==> config.mk <==
export PLATFORM = sky130hd
export DESIGN_NAME = fpa_controller
export DESIGN_NICKNAME = d
export VERILOG_FILES = /design/src/rtl/fpa_controller.sv
export SDC_FILE = /design/constraint.sdc
export NUM_CORES = 1
export LEC_CHECK = 0
export BUFFER_PORTS_ARGS = -buffer_cell sky130_fd_sc_hd__buf_4
export CORE_AREA = 3 3 44 56
export DETAILED_ROUTE_END_ITERATION = 8
export DIE_AREA = 0 0 47 59
export PLACE_DENSITY_LB_ADDON = 0.3
export SETUP_SLACK_MARGIN = 0.1
export SYNTH_ARGS = -nofsm -noshare
export SYNTH_HDL_FRONTEND = slang
export SYNTH_SLANG_ARGS = --single-unit
==> constraint.sdc <==
create_clock -name clk -period 4.4 [get_ports clk]
set_input_delay 0.44 -clock clk [delete_from_list [all_inputs] [get_ports clk]]
set_output_delay 0.44 -clock clk [all_outputs]
set_load 0.01 [all_outputs]
==> src/rtl/fpa_controller.sv <==
// fpa_controller: sequencing FSM for the 1s/4e/3m minifloat adder datapath.
// Build macro FPA_CTRL_CYCLE_CNT_EN adds the per-operation cycle counter reported on cyc_cnt.
module fpa_controller #(
    parameter int unsigned MANT_W         = 5,
    parameter int unsigned STEP_W         = 3,
    parameter int unsigned MAX_NORM_STEPS = 4
) (
    input  logic              clk,
    input  logic              clr_n,
    input  logic              start,
    input  logic [MANT_W-1:0] mant,
    input  logic              add_except,
    input  logic              norm_except,
    output logic              ready,
    output logic              load_en,
    output logic              add_en,
    output logic              norm_en,
    output logic              norm_load,
    output logic              shift_right,
    output logic              done_en,
    output logic              done,
    output logic              err,
    output logic [1:0]        err_code,
    output logic [7:0]        cyc_cnt
);

    localparam int unsigned CNT_W  = 8;
    localparam int unsigned CODE_W = 2;

    localparam logic [CODE_W-1:0] ERR_NONE = 2'b00;
    localparam logic [CODE_W-1:0] ERR_ADD  = 2'b01;
    localparam logic [CODE_W-1:0] ERR_NORM = 2'b10;
    localparam logic [CODE_W-1:0] ERR_TMO  = 2'b11;

    typedef enum logic [3:0] {
        S_IDLE,
        S_LOAD,
        S_ADD,
        S_ADD_CHK,
        S_NORM_LD,
        S_NORM_CHK,
        S_NORM_SH,
        S_DONE,
        S_EXCEPT
    } state_t;

    state_t              r_state;
    state_t              w_state_nxt;
    logic [STEP_W-1:0]   r_step;
    logic [STEP_W-1:0]   w_step_nxt;
    logic                r_dir;
    logic                w_dir_nxt;
    logic [CODE_W-1:0]   r_err_code;
    logic [CODE_W-1:0]   w_err_code_nxt;
    logic                w_shift_req;

    logic r_ready, r_load_en, r_add_en, r_norm_en, r_norm_load;
    logic r_shift_right, r_done_en, r_done, r_err;
    logic w_ready_nxt, w_load_en_nxt, w_add_en_nxt, w_norm_en_nxt, w_norm_load_nxt;
    logic w_shift_right_nxt, w_done_en_nxt, w_done_nxt, w_err_nxt;

    // State register
    always_ff @(posedge clk or negedge clr_n) begin
        if (!clr_n) begin
            r_state <= S_IDLE;
        end else begin
            r_state <= w_state_nxt;
        end
    end

    // Next-state, sequencing registers and next-output decode
    always_comb begin
        w_state_nxt    = r_state;
        w_step_nxt     = r_step;
        w_dir_nxt      = r_dir;
        w_err_code_nxt = r_err_code;
        w_shift_req    = 1'b0;

        case (r_state)
            S_IDLE: begin
                if (start) begin
                    w_state_nxt    = S_LOAD;
                    w_err_code_nxt = ERR_NONE;
                    w_step_nxt     = '0;
                end
            end
            S_LOAD:    w_state_nxt = S_ADD;
            S_ADD:     w_state_nxt = S_ADD_CHK;
            S_ADD_CHK: begin
                if (add_except) begin
                    w_state_nxt    = S_EXCEPT;
                    w_err_code_nxt = ERR_ADD;
                end else begin
                    w_state_nxt = S_NORM_LD;
                end
            end
            S_NORM_LD: w_state_nxt = S_NORM_CHK;
            S_NORM_CHK: begin
                // Priority: datapath exception, carry-out, normalised, zero, left shift
                if (norm_except) begin
                    w_state_nxt    = S_EXCEPT;
                    w_err_code_nxt = ERR_NORM;
                end else if (mant[MANT_W-1]) begin
                    w_dir_nxt   = 1'b1;
                    w_shift_req = 1'b1;
                end else if (mant[MANT_W-2]) begin
                    w_state_nxt = S_DONE;
                end else if (mant == '0) begin
                    w_state_nxt    = S_EXCEPT;
                    w_err_code_nxt = ERR_ADD;
                end else begin
                    w_dir_nxt   = 1'b0;
                    w_shift_req = 1'b1;
                end

                if (w_shift_req) begin
                    if (r_step == STEP_W'(MAX_NORM_STEPS)) begin
                        w_state_nxt    = S_EXCEPT;
                        w_err_code_nxt = ERR_TMO;
                    end else begin
                        w_step_nxt  = r_step + STEP_W'(1);
                        w_state_nxt = S_NORM_SH;
                    end
                end
            end
            S_NORM_SH: w_state_nxt = S_NORM_CHK;
            S_DONE:    w_state_nxt = S_IDLE;
            S_EXCEPT:  w_state_nxt = S_IDLE;
            default:   w_state_nxt = S_IDLE;
        endcase

        w_ready_nxt       = (w_state_nxt == S_IDLE);
        w_load_en_nxt     = (w_state_nxt == S_LOAD);
        w_add_en_nxt      = (w_state_nxt == S_ADD);
        w_norm_en_nxt     = (w_state_nxt == S_NORM_LD) || (w_state_nxt == S_NORM_SH);
        w_norm_load_nxt   = (w_state_nxt == S_NORM_LD);
        w_shift_right_nxt = (w_state_nxt == S_NORM_SH) && w_dir_nxt;
        w_done_en_nxt     = (w_state_nxt == S_DONE);
        w_done_nxt        = (w_state_nxt == S_DONE) || (w_state_nxt == S_EXCEPT);
        w_err_nxt         = (w_state_nxt == S_EXCEPT);
    end

    // Outputs are registered images of the state being entered, so they track r_state exactly
    always_ff @(posedge clk or negedge clr_n) begin
        if (!clr_n) begin
            r_step        <= '0;
            r_dir         <= 1'b0;
            r_err_code    <= ERR_NONE;
            r_ready       <= 1'b1;
            r_load_en     <= 1'b0;
            r_add_en      <= 1'b0;
            r_norm_en     <= 1'b0;
            r_norm_load   <= 1'b0;
            r_shift_right <= 1'b0;
            r_done_en     <= 1'b0;
            r_done        <= 1'b0;
            r_err         <= 1'b0;
        end else begin
            r_step        <= w_step_nxt;
            r_dir         <= w_dir_nxt;
            r_err_code    <= w_err_code_nxt;
            r_ready       <= w_ready_nxt;
            r_load_en     <= w_load_en_nxt;
            r_add_en      <= w_add_en_nxt;
            r_norm_en     <= w_norm_en_nxt;
            r_norm_load   <= w_norm_load_nxt;
            r_shift_right <= w_shift_right_nxt;
            r_done_en     <= w_done_en_nxt;
            r_done        <= w_done_nxt;
            r_err         <= w_err_nxt;
        end
    end

    assign ready       = r_ready;
    assign load_en     = r_load_en;
    assign add_en      = r_add_en;
    assign norm_en     = r_norm_en;
    assign norm_load   = r_norm_load;
    assign shift_right = r_shift_right;
    assign done_en     = r_done_en;
    assign done        = r_done;
    assign err         = r_err;
    assign err_code    = r_err_code;

`ifdef FPA_CTRL_CYCLE_CNT_EN
    logic [CNT_W-1:0] r_cnt;
    logic [CNT_W-1:0] r_cyc_cnt;
    logic [CNT_W-1:0] w_cnt_inc;

    assign w_cnt_inc = (r_cnt == {CNT_W{1'b1}}) ? r_cnt : r_cnt + CNT_W'(1);

    // Counter includes the done cycle itself; the snapshot is taken as that cycle ends
    always_ff @(posedge clk or negedge clr_n) begin
        if (!clr_n) begin
            r_cnt     <= '0;
            r_cyc_cnt <= '0;
        end else begin
            if ((r_state == S_IDLE) && start) begin
                r_cnt <= '0;
            end else if (r_state != S_IDLE) begin
                r_cnt <= w_cnt_inc;
            end
            if ((r_state == S_DONE) || (r_state == S_EXCEPT)) begin
                r_cyc_cnt <= w_cnt_inc;
            end
        end
    end

    assign cyc_cnt = r_cyc_cnt;
`else
    assign cyc_cnt = CNT_W'(0);
`endif

endmodule

* After elaboration in Yosys (flattened, before gate mapping) *
Index checks and enable logic that the tools add are counted.

word-level totals
  register bits = 19
  logic and storage cells = 74
  latch bits = 0
  bits in read-only memories = 0
  memory bits (writable) = 0
  memories = 0

operators by class
  multipliers = 0
  reductions and logical operators = 11
  bitwise gates (word level) = 0
  equal/unequal tests = 17
  mux-type cells = 32
  shift operators = 0
  divide/modulo/power cells = 0
  magnitude comparators = 0
  add/subtract/negate cells = 1

operator list
  kind                 number
  $mux 4               8
  $eq 4x3->1 const B   6
  $pmux 4 s6           1
  $mux 2               8
  $eq 4x2->1 const B   3
  $mux 1               10
  $mux 3               3
  $eq 4x1->1 const B   2
  $logic_not 4->1      2
  $ne 2x2->1 const B   4
  $pmux 2 s3           1
  $pmux 3 s2           1
  $logic_not 5->1      1
  $eq 4x4->1 const B   1
  $reduce_and 4->1     1
  $add 3x1->3 const B  1
  $eq 3x3->1 const B   1
  $reduce_and 3->1     1
  $reduce_bool 3->1    1
  $logic_or 1x1->1     2
  $reduce_bool 2->1    1
  $reduce_or 2->1      1
  $logic_and 1x1->1    1

* Logic depth before layout (Yosys ltp) *
  depth in word-level cells = 10
  mapped depth = 6
  mapped depth without buffers = 6

* Least setup slack after synthesis *
OpenSTA, ideal clock, no wires.

  path type = reg2reg
  start point = reg r_step[0]
  end point = reg r_shift_right, in the netlist shift_right
  period minus slack after synthesis = 1707 ps
  cell stages (with the launch flop) = 7
  setup slack = 2693 ps
  arrival = 1582 ps
  cell sequence = dfrtp_1 -> inv_1 -> ha_1 -> and3_1 -> o32ai_2 -> a22oi_1 -> a2111oi_0

on the way
  word-level cells in the longest chain between the ends = 6

ends and longest elaborated chain
  item                         RTL line  source
  start: declaration           49        logic [STEP_W-1:0] r_step;
  start signal: assignment     159       r_step <= w_step_nxt;
  $eq 3x3->1                   117       if (r_step == STEP_W'(MAX_NORM_STEPS)) begin
  $mux 4                       117
  $mux 4                       116       if (w_shift_req) begin
  $pmux 4 s6                   79        case (r_state)
  $eq 4x3->1                   137       w_shift_right_nxt = (w_state_nxt == S_NORM_SH) && w_dir_nxt;
  $logic_and 1x1->1            137
  named net w_shift_right_nxt  60        logic w_shift_right_nxt, w_done_en_nxt, w_done_nxt, w_err_nxt;
  end signal: assignment       167       r_shift_right <= w_shift_right_nxt;
  end: declaration             58        logic r_shift_right, r_done_en, r_done, r_err;

The timed path passes the listed nets, and every way through them passes these cells.
A chain may end at the register's enable or synchronous reset.

* Final worst setup path *
  start point = reg r_state[3]
  end point = reg r_shift_right, in the netlist shift_right

on the way
  elaborated cells on any way between the ends = 18
  those cells by class = eq/ne: 7; mux: 8; reduce/logical: 3

RTL lines
  item                         RTL line  source
  start: declaration           47        state_t r_state;
  start signal: assignment     67        r_state <= w_state_nxt;
  $eq 4x3->1                   79
  $reduce_or 2->1 (no line)    -
  $pmux 4 s6 *                 79
  named net w_state_nxt[0]     48        state_t w_state_nxt;
  $eq 4x3->1 *                 137
  $logic_and 1x1->1 *          137
  named net w_shift_right_nxt  60

Mark *: on every way through the listed nets, which the timed path passes. The rest lies on a longest branch.

==> flow_summary.yaml <==
status:
  status: "completed"
global_route:
  met3_usage_pct: 3.95
  top_usage_layer: "met2"
  gr-usage-met1_pct: 22.1
  grt_max_degree: 20
  grt_usage_pct: 17.4
  grtUsageMet2_pct: 27.0
  antenna_found_initial: 0
  grt_pass1_vias: 804
  grt_pass1_wl_um: 3480
  grt_overflow_total: 0
power_and_ir_drop:
  switchingPower_uw: 255
  power_density_mw_per_mm2: 543
  p_leak_uw: 0.000576
  internal_power_uw: 396
  peakVddDrop_v: 0.000324
  seq_power_share_pct: 45.8
  share_comb_of_total_power_pct: 40.6
  clockPowerShare_pct: 13.6
  p_sw_share_pct: 39.2
setup_path:
  endpoint: "shift_right"
  endpoint_kind: "flop"
  critPathArrivalTime_ns: 2.13
  r2r_cells: 4
  crit_path_start_kind: "flop"
  required_ns: 4.56
  crit_path_max_fanout: 12
  r2r-start: "r_state[3]"
  r2r_setup_slack_ns: 2.43
  worst_r2r_endpoint: "shift_right"
  critPathKind: "reg -> reg"
  startpoint: "r_state[3]"
synthesis:
  syn_area_mm2: 0.00105
  ys_async_sr_fraction_pct: 100
  avgSynthCellArea_um2: 9.78
  ys_types: 43
  ys_ff_latch: 19
  ys_warn_count: 0
  synth_ff_type: "dfrtp_1"
  netlist_instances: 107
  synth-edff-count: 0
  synth_sequential_area_ratio_pct: 45.6
clocking:
  htree_num_levels: 1
  clock-root-buffer: "clkbuf_4"
  cts_buffers: 3
  cts_resized: 0
  cts_tree: "done"
  cts_setup_buffers: 0
  cts.path.max_buffers: 2
  clkLatencyLatePin_ns: 0.29
  numClockSinks: 19
  clkSlewWorstSetupHoldPaths_ns: 0.11
route:
  drt_first_pass_iters: 4
  dr_total_vias: 860
  ant_nets: 0
  detail_route.wl_per_cell_um: 15.1
  route.detailed.drc: 0
  drt-total-wl_um: 2190
  first_iter_violations: 23
  vias_per_cell: 5.93
floorplan:
  die_w_um: 47
  initial_utilization_pct: 52.8
  dieArea_mm2: 0.00277
  io_pins: 29
  die_height_um: 59
  core_mm2: 0.00198
  rows: 18
cells_and_area:
  largest_register: "r_state"
  fin_util_pct: 60.5
  final_area_mm2: 0.00120
  layout_commonest_cell: "buf_4"
  num_antenna_cells: 0
  largest_reg_flops: 4
  n_fill_cell: 186
  nets: 138
  layout_common_cells: "buf_4, dfrtp_1, conb_1"
  area_growth_syn_to_layout_pct: 14.6
  post_route_cells_drive_above_1_share_pct: 22.4
timing:
  worst_slack_ns: 2.43
  finClkSkew_ns: 0.00242
  min_period_ns: 1.97
  period_share_pct: 44.9
  worstMarginPinSlew_ns: 0.550
  fin_hold_ws_ns: 0.310
  relSlewSlack_pct: 63.1
  slew_viol_final: 0
  rsz0062_at_grt: "false"
  setup_viol_count_final: 0
  setup_tns_ns: 0
  hold_violations: 0
  fmax_mhz: 507
place:
  io_buffers: 20
  dpl.hpwl_um: 1650
  place.gp.congestion: 0.872
  place_area_mm2: 0.00116
  pre_cts_slack_ns: 2.49
worst_hold_path:
  hold_path_class: "in -> reg"
  worstHoldPathCells: 2
run:
  max_cap_viol_count: 0
[metrics by stage]
stage               power (uW)  instances
floorplan                  471        114
global placement           553        140
detailed placement         563        140
CTS                        652        145
global route               699        145
finish                     650        145
[worst max-delay path, stage by stage (launching register included)]
cell and delay, ns:
dfrtp_1 0.52, nand4bb_1 0.49, o32ai_1 0.60, nand2b_1 0.17
a2111oi_0 0.06
[routing by layer]
metal / up-vias / routed length [um]
met1: 421 / 893
met3: 4 / 140
li1: 406 / -
met5: - / 0
met4: 0 / 33
met2: 29 / 1120
[what timing repair did]
action	CTS	global route
hold endpoints to repair	15	0
hold buffers	1	0
endpoints found under the setup margin	0	0
[synthesized netlist by cell type, types with 2 or more instances]
| master | count | area (um2) |
|---|---|---|
| buf_2 | 3 | 15.0 |
| a31oi_1 | 3 | 18.8 |
| and3_1 | 2 | 12.5 |
| buf_4 | 8 | 60.1 |
| a21oi_1 | 3 | 15.0 |
| ha_1 | 2 | 25.0 |
| nor2_1 | 5 | 18.8 |
| clkbuf_1 | 3 | 11.3 |
| o2111ai_1 | 3 | 26.3 |
| o32ai_1 | 3 | 26.3 |
| nor3_1 | 6 | 30.0 |
| nand2_1 | 7 | 26.3 |
| inv_1 | 7 | 26.3 |
| nand3b_1 | 2 | 15.0 |
| dfrtp_1 | 18 | 450 |
| nand2b_1 | 5 | 31.3 |
[power groups by stage]
stage | registers (uW) | clock network [uW] | logic [uW]
after floorplan | 279 | 0 | 192
after global placement | 295 | 0 | 258
after detailed placement | 301 | 0 | 262
after CTS | 296 | 91.1 | 264
after global routing | 307 | 99.9 | 292
final | 298 | 88.7 | 264
[kinds of logic after synthesis]
| kind of cell | share of synthesized area [%] |
|---|---|
| and+or+nand+nor | 20.3 |
| AOI/OAI and AO/OA | 19.6 |
| buffers and inverters | 10.8 |
| DFF | 45.6 |
| adders and majority gates | 2.39 |
| muxes | 0.957 |
| other | 0.359 |
[final cells by class]
cell class,count,area (um2),area share [%]
multi-input combinational,74,483,40.3
sequential,19,477,39.8
timing repair buffer,21,160,13.4
inverter,7,26.3,2.19
tap,20,25.0,2.09
clock buffer,3,22.5,1.88
clock inverter,1,5.00,0.418
[worst min path at each step]
| stage | startpoint | to | slack, ns |
|---|---|---|---|
| 3_3_place_gp | clr_n | add_en | 0.32 |
| 2_1_floorplan | clr_n | add_en | 0.14 |
| 3_5_place_dp | clr_n | add_en | 0.33 |
| 6_report | add_except | norm_load | 0.31 |
| 4_1_cts | add_except | norm_load | 0.31 |
| 5_1_grt | add_except | norm_load | 0.30 |
Note: power is estimated with default switching activity, not from simulation.
